[src/rtl/mux_nx1_rr.sv]
// N-to-1 registered multiplexer with per-channel valid/ready handshake.
// Picks one channel per cycle by explicit select or round-robin and holds it in a one-entry output register.
module mux_nx1_rr #(
    parameter int N  = 4,
    parameter int W  = 8,
    parameter int SW = $clog2(N)
) (
    input  logic           clk,
    input  logic           rst_n,
    input  logic           mode,
    input  logic [SW-1:0]  sel,
    input  logic [N*W-1:0] i_data,
    input  logic [N-1:0]   i_valid,
    output logic [N-1:0]   i_ready,
    output logic [W-1:0]   y,
    output logic           y_valid,
    input  logic           y_ready,
    output logic [SW-1:0]  y_src
);

    typedef enum logic {EMPTY, FULL} state_t;

    state_t        state, state_nxt;
    logic [SW-1:0] rr_ptr;
    logic [SW-1:0] gnt_idx_p0;
    logic          gnt_p0;
    logic          load;
    logic          xfer;
    logic [W-1:0]  data_p0;

    // Grant decision: fixed select or round-robin scan starting after rr_ptr
    always_comb begin
        int c;
        gnt_p0     = 1'b0;
        gnt_idx_p0 = '0;
        c          = 0;
        if (!mode) begin
            if ((int'(sel) < N) && i_valid[sel]) begin
                gnt_p0     = 1'b1;
                gnt_idx_p0 = sel;
            end
        end else begin
            for (int k = 1; k <= N; k++) begin
                c = int'(rr_ptr) + k;
                if (c >= N) c = c - N;
                if (!gnt_p0 && i_valid[SW'(c)]) begin
                    gnt_p0     = 1'b1;
                    gnt_idx_p0 = SW'(c);
                end
            end
        end
    end

    assign y_valid = (state == FULL);
    assign load    = ~y_valid | y_ready;
    // Gating with rst_n keeps every i_ready low while reset is held
    assign xfer    = gnt_p0 & load & rst_n;

    always_comb begin
        data_p0 = '0;
        i_ready = '0;
        for (int k = 0; k < N; k++) begin
            if (gnt_idx_p0 == SW'(k)) begin
                data_p0    = i_data[k*W +: W];
                i_ready[k] = xfer;
            end
        end
    end

    always_comb begin
        state_nxt = state;
        case (state)
            EMPTY:   if (xfer) state_nxt = FULL;
            FULL:    if (y_ready && !xfer) state_nxt = EMPTY;
            default: state_nxt = EMPTY;
        endcase
    end

    // Output register stage
    always_ff @(posedge clk or negedge rst_n) begin
        if (!rst_n) begin
            state  <= EMPTY;
            y      <= '0;
            y_src  <= '0;
            rr_ptr <= SW'(N-1);
        end else begin
            state <= state_nxt;
            if (xfer) begin
                y     <= data_p0;
                y_src <= gnt_idx_p0;
                if (mode) rr_ptr <= gnt_idx_p0;
            end
        end
    end

endmodule

[config.mk]
export PLATFORM = sky130hd
export DESIGN_NAME = mux_nx1_rr
export DESIGN_NICKNAME = d
export VERILOG_FILES = /design/src/rtl/mux_nx1_rr.sv
export SDC_FILE = /design/constraint.sdc
export NUM_CORES = 1
export LEC_CHECK = 0
export CORE_ASPECT_RATIO = 1.1
export CORE_MARGIN = 2
export CORE_UTILIZATION = 39
export CTS_BUF_LIST = sky130_fd_sc_hd__clkbuf_4 sky130_fd_sc_hd__clkbuf_8
export CTS_CLUSTER_DIAMETER = 200
export DETAILED_ROUTE_END_ITERATION = 6
export HOLD_SLACK_MARGIN = 0.02
export PLACE_DENSITY = 0.82
export SLEW_MARGIN = 0
export SYNTH_ARGS = -nofsm -noshare
export SYNTH_HDL_FRONTEND = slang
export SYNTH_SLANG_ARGS = --single-unit
export TNS_END_PERCENT = 20
[constraint.sdc]
create_clock -name clk -period 3.9 [get_ports clk]
set_clock_uncertainty 0.1 [all_clocks]
set_input_delay 1.17 -clock clk [delete_from_list [all_inputs] [get_ports clk]]
set_output_delay 1.17 -clock clk [all_outputs]
set_load 0.02 [all_outputs]
Yosys cells after proc, flatten, opt, wreduce, memory -nomap -nowiden:

Index checks and enable logic that the tools add are counted.

* word-level logic and storage cells: 86
* input port bits: 42
* flip-flop bits (word level): 13

* bitwise logic cells: 4
* reduce and logical (&&, ||, !) cells: 10
* eq/ne operators: 3
* $add $sub $neg: 8
* $lt $le $gt $ge: 9
* mux-type cells: 48

Operator list (number)
* 8-bit two-way mux: 4
* 2-bit two-way mux: 14
* 1-bit two-way mux: 24
* 2-bit by 4-bit less-than comparator with 1-bit output, second input constant: 4
* 1-bit binary-select mux with 2-bit select: 5
* 3-bit >= comparator, second input constant: 3
* 2-bit by 1-bit subtractor with 2-bit output, second input constant: 4
* 2-bit by 2-bit adder with 3-bit output, second input constant: 2
* 2-bit by 3-bit adder with 4-bit output, second input constant: 1
* 2-bit equality test, second input constant: 2
* 4-bit by 3-bit >= comparator with 1-bit output, second input constant: 1
* 1-bit logical AND: 4
* 1-bit logical NOT: 4
* 2-bit by 1-bit adder with 3-bit output, second input constant: 1
* 2-bit by 3-bit less-than comparator with 1-bit output, second input constant: 1
* 1-bit AND: 2
* 2-bit by 1-bit equality test with 1-bit output, second input constant: 1
* 2-bit logical NOT: 1
* 1-bit case mux with 2 select lines: 1
* 2-bit AND reduction: 1
* 1-bit inverter: 1
* 1-bit OR: 1

Logic depth before layout (Yosys ltp):

Gate-level depths: netlist of run 1.

* depth after elaboration: 27
* mapped depth: 8
* mapped depth without buffers: 6

Worst setup path before layout of run 1:

No wires, ideal clock.

* path type: input to output
* from: input port mode
* to: output port i_ready[1]
* slack: -0.044 ns
* cell stages on the path: 5
* arrival time: 2.674 ns
* buffers on the path: 2
* data required time: 2.630 ns
* cell sequence: buf_4 -> o311ai_2 -> nand3_1 -> clkbuf_1 -> nor3b_1

* cells in the longest elaborated chain, start to end: 4
* elaborated cells between the ends (all ways): 6
* classes of those cells: eq/ne: 1; mux: 3; bitwise: 2

Ends and longest elaborated chain
* start, declared: line 10 `input logic mode,`
* 1-bit two-way mux: line 37 `if (!mode) begin`
* 1-bit AND (2 in a row): line 57 `assign xfer = gnt_p0 & load & rst_n;`
* 1-bit two-way mux *: line 63 `if (gnt_idx_p0 == SW'(k)) begin`
* end, declared: line 14 `output logic [N-1:0] i_ready,`

Mark *: on every way between the ends. The rest lies on a longest branch, timed or not.

Final worst setup path of run 1:

* from: input port i_valid[2]
* to: output port i_ready[0]

* cells in the longest elaborated chain, start to end: 20
* elaborated cells between the ends (all ways): 39
* classes of those cells: mux: 30; bitwise: 2; reduce/logical: 7

Ends and longest elaborated chain
* start, declared: line 13 `input logic [N-1:0] i_valid,`
* 1-bit binary-select mux with 2-bit select: line 46 `if (!gnt_p0 && i_valid[SW'(c)]) begin`
* 1-bit two-way mux (implied by the code) (2 in a row): line 46
* 1-bit two-way mux: line 46
* 1-bit two-way mux: line 37
* 1-bit logical NOT: line 46
* 1-bit logical AND: line 46
* 1-bit two-way mux: line 46
* 1-bit two-way mux: line 37
* [... 2 more ...]
* 1-bit two-way mux: line 46
* 1-bit two-way mux: line 37
* 1-bit logical NOT: line 46
* 1-bit logical AND: line 46
* 1-bit two-way mux: line 46
* 1-bit two-way mux: line 37
* 1-bit AND (2 in a row): line 57
* 1-bit two-way mux *: line 63

Mark *: on every way between the ends. The rest lies on a longest branch, timed or not. The select of a mux whose other input is x is not followed.

==> impl_metrics.toml, run 1 <==
[outcome]
status = "finished, violations left"
violations = "setup timing"

[grt]
overflow = 0
grt_use_total_pct = 21.54
grt_pass1_wl_mm = 4.843
grt_pass1_vias = 1105
antenna_found_initial = 0
grt_max_degree = 13

[sta]
finalCritPeriodShare_pct = 100.9
finalSetupViolations = 1
tightest_slew_ns = 0.3165
slew-limit-headroom_pct = 78.83
post-route-min-period_ns = 3.934
maxSlewViolCount = 0
finalSetupTns_ns = -0.03414
setup_slack_ns = -0.03414
hold_viol = 0
rsz0062_at_grt = "yes"
fmax_ghz = 0.2542

[worst_hold_path]
worst_hold_path_type = "flop to flop"
hp-start = "y_src[0]"

[worst_setup_path]
cp_slowest_stage_delay_ns = 0.35
required_ns = 2.63
worstPathCellList = "clkdlybuf4s15_2 -> o41ai_4 -> buf_4 -> a211oi_2 -> a211oi_4 -> and3_1 -> buf_4"
rr_startpoint = "rr_ptr[1]"
critPathCaptureType = "output port"
cp-startpoint = "i_valid[2]"
critPathLaunchType = "input port"
cp_num_buf_inv = 3
cp_max_fo = 7
crit_family = "compound AO/OA/AOI/OAI gates"
cp_common_cell = "buf_4"
critPathKind = "input port to output port"
regToRegSetupSlack_ns = 1.32
cpMaxStageDelayCell = "o41ai_4"
cp.arrival_ns = 2.66

[detailed_routing]
routed_wl_mm = 2.959
dr.pass1.iters = 4
drt_iter0_drc = 16
routedWlPerCell_um = 14.80
drc_errors = 0
vias = 1091
post_drt_via_cell_ratio = 5.455
final_antenna_net_count = 0

[synthesis]
ys_seq_elements = 13
synth_common_cells = "11 x dfrtp_1, 10 x mux2i_1, 9 x nor3_1, 8 x a221o_1, 8 x mux2_2"
synthMuxAreaShare_pct = 20.00
yosys.area_share.simple_pct = 17.27
yosys.area.top_type_share_pct = 27.33
synth_cell_types = 38
synth_area_per_cell_um2 = 10.28
synth_xor_area_share_pct = 0
yosysMostFrequentCell = "dfrtp_1"
yosysSeqAreaShare_pct = 32.55
synth_flop_cell = "dfrtp_1"
syn_nets = 140
synth_area_leaders = "dfrtp_1 27%, mux2i_1 9.9%, mux2_2 8.9%"
synth_fa_ha_area_share_pct = 0
syn-cell-area_um2 = 1007
synth_compound_area_share_pct = 23.73
synth_cells = 98
synth_top_family_by_area = "compound AO/OA/AOI/OAI gates"
synth-edff-count = 0
synth_warnings = 0
yosysTopAreaCell = "dfrtp_1"
synthArstFlopShare_pct = 100.0

[run]
drv_cap = 0

[placed_design]
postPlaceCellArea_um2 = 1652
port_buffers = 56
dp_hpwl_mm = 2.237
dp.cells = 189
dp_slack_ns = -0.8467
place_congestion = 0.7759

[layout]
fin_cells = 200
fill_cells = 199
synthToLayoutAreaGrowth_pct = 76.02
layout-drive-gt1-share_pct = 33.14
design_area_um2 = 1773
fin_nets = 212
antenna_cells = 0

[clock_tree]
insertion_delay_ns = 0.27
clockBufferDepth = 2
htree_num_levels = 1
ctsHoldBuffers = 0
cts.sinks = 13
numCtsBuffers = 3
cts_root_buf = "clkbuf_4"
clk_pin_slew_ns = 0.07
tritoncts = "done"

[pwr]
p_leak_uw = 0.0007582
p_per_area_nw_per_um2 = 386.1
irDropWorstVdd_mv = 0.2520

[die]
die_w_um = 52.46
num_io_pins = 57
start_util_pct = 40.74
core_um2 = 2472
die_h_um = 57.30
placementRows = 19
die-area_um2 = 3006
cell usage in the layout (no fill, tap or decap), drive strengths merged:
cell | synthesis | final
o2bb2ai | 1 | 1
mux2 | 9 | 9
and3b | 1 | 1
a211oi | 2 | 2
nor3b | 1 | 1
nand3b | 1 | 1
inv | 2 | 2
and3 | 2 | 2
mux2i | 10 | 10
and2 | 1 | 1
nand3 | 1 | 1
nor2b | 1 | 1
dfrtp | 11 | 11
dfstp | 2 | 2
nand2 | 4 | 4
dlygate4sd2 | 0 | 1
o21ai | 1 | 1
nor3 | 9 | 9
or2b | 1 | 1
nor4 | 1 | 1
o311ai | 1 | 1
o211ai | 2 | 2
or3 | 1 | 1
nand2b | 2 | 2
a21oi | 3 | 3
nand4b | 1 | 1
clkbuf | 2 | 4
o41ai | 2 | 2
a221o | 8 | 8
o31a | 1 | 1
clkdlybuf4s15 | 0 | 4
clkdlybuf4s50 | 0 | 45
a31oi | 3 | 3
buf | 6 | 25
o21a | 1 | 1
nor2 | 4 | 4
worst register-to-register path: stages (launching register included):
cell       delay (ns)
dfstp_2          0.62
mux2i_1          0.10
o2bb2ai_1        0.16
a211oi_4         0.28
buf_6            0.16
buf_4            0.15
buf_4            0.22
mux2_2           0.35
a221o_1          0.33
per-stage QoR:
| step | hold WS, ns | power [uW] | utilization [%] |
|---|---|---|---|
| final | 0.3957 | 684.5 | 71.71 |
| after global routing | 0.4313 | 722.3 | 71.71 |
| after CTS | 0.4041 | 685.0 | 71.51 |
| after detailed placement | 0.3868 | 572.8 | 66.80 |
| after global placement | 0.3794 | 562.3 | 66.80 |
| after floorplan | 0.4287 | 406.5 | - |
registers in the layout, summed over array words and instances, names as in the netlist:
register	cells
y	8
rr_ptr	2
y_src	2
y_valid	1
cells by family after synthesis:
family | Yosys count
compound gates | 25
buf+inv | 10
flops | 13
mux | 19
simple gates | 31
power by group:
group | internal (uW) | switching (uW) | total [uW] | leakage [uW]
combinational | 212 | 168 | 380 | 0.000585
sequential | 181 | 34.0 | 215 | 0.000155
clock | 46.6 | 43.4 | 90.0 | 0.0000184
what timing repair did:
action | in CTS | in global routing
endpoints found under the setup margin | 4 | 4
resized for setup | 51 | 2
setup buffers | 7 | 0
pin swaps | 6 | 1
path summary, 6_finish.rpt:
kind	end	depth (start not counted)
max	i_ready[0]	7
min	y_src[0]	1
max reg2reg	y[2]	8
min reg2reg	y_src[0]	1
max in group asynchronous	rr_ptr[0]	2
min in group asynchronous	y[1]	2
per-layer routing:
| layer | track usage (%) | share of wire (%) | vias to the layer above |
|---|---|---|---|
| met4 | 7.326 | 1.3 | 0 |
| met1 | 24.12 | 39 | 510 |
| li1 | - | - | 532 |
| met5 | 0 | 0 | - |
| met3 | 4.974 | 7.5 | 4 |
| met2 | 39.11 | 52 | 45 |
layout make-up:
class	instances	area [um2]	area share [%]
well taps	31	38.79	2.188
multi-input cells	75	680.7	38.39
flip-flops and latches	13	327.8	18.49
repair buffers	75	688.2	38.81
clock buffers	4	30.03	1.694
inverters	2	7.507	0.4234
No activity file was read; power rests on OpenSTA's default activity.
==> run 2, diff against run 1 <==
--- a/config.mk
+++ b/config.mk
@@ -9,7 +9,7 @@
 export CORE_MARGIN = 2
 export CORE_UTILIZATION = 39
 export CTS_BUF_LIST = sky130_fd_sc_hd__clkbuf_4 sky130_fd_sc_hd__clkbuf_8
-export CTS_CLUSTER_DIAMETER = 200
+export CTS_CLUSTER_DIAMETER = 60
 export DETAILED_ROUTE_END_ITERATION = 6
 export HOLD_SLACK_MARGIN = 0.02
 export PLACE_DENSITY = 0.82
==> results of run 2 <==
The final DEF is identical to that of run 1; final timing and power are the same.
==> run 3, diff against run 2 <==
--- a/config.mk
+++ b/config.mk
@@ -7,12 +7,11 @@
 export LEC_CHECK = 0
 export CORE_ASPECT_RATIO = 1.1
 export CORE_MARGIN = 2
-export CORE_UTILIZATION = 39
-export CTS_BUF_LIST = sky130_fd_sc_hd__clkbuf_4 sky130_fd_sc_hd__clkbuf_8
-export CTS_CLUSTER_DIAMETER = 60
+export CORE_UTILIZATION = 38
+export CTS_BUF_LIST = sky130_fd_sc_hd__clkbuf_8 sky130_fd_sc_hd__clkbuf_16
 export DETAILED_ROUTE_END_ITERATION = 6
 export HOLD_SLACK_MARGIN = 0.02
-export PLACE_DENSITY = 0.82
+export PLACE_DENSITY = 0.8
 export SLEW_MARGIN = 0
 export SYNTH_ARGS = -nofsm -noshare
 export SYNTH_HDL_FRONTEND = slang
==> run 3 against run 2 <==
Against the previous run: the run now ends clean; sequential share of layout area down 1.1 points; sequential power is essentially flat; critical endpoint is now i_ready[1]; cell area is 6.6% higher; worst setup slack better by 0.043 ns; largest cell class unchanged; critical path depth rose by 1; wire length increased by 20%; maximum frequency increased by 1.1%; clock power is 33% higher; total power is 9.8% higher; highest routed layer unchanged; combinational power increased by 8.9%; flip-flop and latch count unchanged.
==> impl_metrics.toml, run 3 (synthesis gave the netlist of run 1 again) <==
[outcome]
status = "complete, no violations"

[clock_tree]
tritoncts = "done"
numCtsBuffers = 3
htree_num_levels = 1
cts.sinks = 13
ctsHoldBuffers = 0
cts_root_buf = "clkbuf_8"
insertion_delay_ns = 0.25
clk_pin_slew_ns = 0.05
clockBufferDepth = 2

[layout]
fill_cells = 185
reg.largest.list = "y x8, rr_ptr x2, y_src x2"
seq_area_um2 = 327.8
fin_nets = 220
final_common_cell = "clkdlybuf4s50_1"
layout-drive-gt1-share_pct = 37.29
top_register = "y"
fin_cells = 208
final_cell_mix = "45 x clkdlybuf4s50_1, 24 x buf_4, 11 x dfrtp_1, 9 x mux2i_1"
largest_reg_flops = 8
antenna_cells = 0
synthToLayoutAreaGrowth_pct = 87.58
multi_input_comb_area_um2 = 699.4

[detailed_routing]
vias = 1160
post_drt_via_cell_ratio = 5.577
final_antenna_net_count = 0
routedWlPerCell_um = 17.06
dr.pass1.iters = 4
routed_wl_mm = 3.548
drt_iter0_drc = 19
drc_errors = 0

[worst_setup_path]
worstPathCellList = "buf_8 -> buf_6 -> o41ai_4 -> inv_1 -> a211oi_4 -> buf_6 -> nor3b_4 -> buf_6"
critPathCaptureType = "output port"
cp_common_cell = "buf_6"
cp-startpoint = "i_valid[1]"
required_ns = 2.63
crit_family = "compound AO/OA/AOI/OAI gates"
regToRegSetupSlack_ns = 1.21
cp_num_buf_inv = 5
cp_slowest_stage_delay_ns = 0.42
rr_startpoint = "rr_ptr[0]"
cpMaxStageDelayCell = "o41ai_4"
cp.arrival_ns = 2.62
critPathKind = "input port to output port"
critPathLaunchType = "input port"
cp_max_fo = 3

[pwr]
power_uw = 751.8
p_leak_uw = 0.0008144
sequentialPowerShare_pct = 28.9
p_per_area_nw_per_um2 = 397.9
irDropWorstVdd_mv = 0.3433
sw_frac_of_total_pct = 36.39
p_sw_uw = 273.6
clockPowerShare_pct = 16.0
internal-power_uw = 478.2
pwr-share-comb_pct = 55.1

[sta]
finalCritPeriodShare_pct = 99.78
hold_viol = 0
slew-limit-headroom_pct = 74.91
finalSetupTns_ns = 0
fmax_ghz = 0.2570
finalSetupViolations = 0
tightest_slew_ns = 0.3751
hold-worst-slack_ns = 0.3935
maxSlewViolCount = 0
rsz0062_at_grt = "yes"
post-route-min-period_ns = 3.891

[placed_design]
place_congestion = 0.7643
dp_hpwl_mm = 2.440
port_buffers = 56
dp.cells = 195

[grt]
overflow = 0
grt_max_degree = 18
grt_pass1_vias = 1213
grt_pass1_wl_mm = 5.202
antenna_found_initial = 0
grt_use_total_pct = 23.30

[die]
die_h_um = 58.00
core_um2 = 2520
start_util_pct = 39.97
placementRows = 19
num_io_pins = 57
die_w_um = 53.09
die-area_um2 = 3079

[run]
drv_cap = 0

[worst_hold_path]
hp-start = "y_src[0]"
worst_hold_path_type = "flop to flop"
[run 3: cell count changes in the layout (fill, tap and decap cells not counted), sizes merged]
cell / delta
clkdlybuf4s15: -3
buf: +10
inv: +1
[run 3: worst paths after layout]
kind | to | cells past startpoint
setup / recovery | i_ready[1] | 8
hold / removal | y_src[0] | 1
setup reg to reg | y[3] | 7
hold reg to reg | y_src[0] | 1
max in group asynchronous | rr_ptr[1] | 2
min in group asynchronous | y[0] | 2
[run 3: per-stage QoR]
stage | cell area [um2] | util, % | setup WS, ns
after floorplan | 1012 | - | -0.02567
after global placement | 1697 | 67.33 | -0.7825
after detailed placement | 1697 | 67.33 | -0.8628
after CTS | 1759 | 69.81 | -0.02818
after global routing | 1889 | 74.98 | -0.09180
final | 1889 | 74.98 | 0.008697
[run 3: final cells by class]
| cell class | count | area share, % |
|---|---|---|
| Tap cell | 31 | 2.053 |
| Clock buffer | 3 | 2.185 |
| Inverter | 2 | 0.3974 |
| Multi-Input combinational cell | 75 | 37.02 |
| Timing Repair Buffer | 83 | 40.79 |
| Sequential cell | 13 | 17.35 |
| Clock inverter | 1 | 0.1987 |
[run 3: power groups by stage]
stage / registers, uW / logic, uW / clock network (uW)
after floorplan: 248 / 158 / 0
after global placement: 214 / 361 / 0
after detailed placement: 216 / 372 / 0
after CTS: 215 / 381 / 119
after global routing: 223 / 440 / 126
final: 218 / 414 / 120
[run 3: repair_timing]
action	CTS	global route
pin swaps	5	8
gates cloned	0	0
setup endpoints to repair	4	4
resized for setup	45	27
endpoints found under the hold margin	0	0
setup buffers	5	5
[run 3: routing by layer]
layer	vias up	global-route usage (%)	wire (um)
li1	543	-	-
met1	543	23.97	1285
met2	63	41.96	1868
met3	11	6.443	294
met4	0	12.09	99
met5	-	0	0
[run 3: worst register-to-register path, cell delays in order (launching register included)]
cell,delay [ns]
dfstp_2,0.60
nand2b_1,0.18
o2bb2ai_1,0.15
a211oi_4,0.37
buf_6,0.18
buf_4,0.26
mux2_2,0.38
a221o_1,0.34
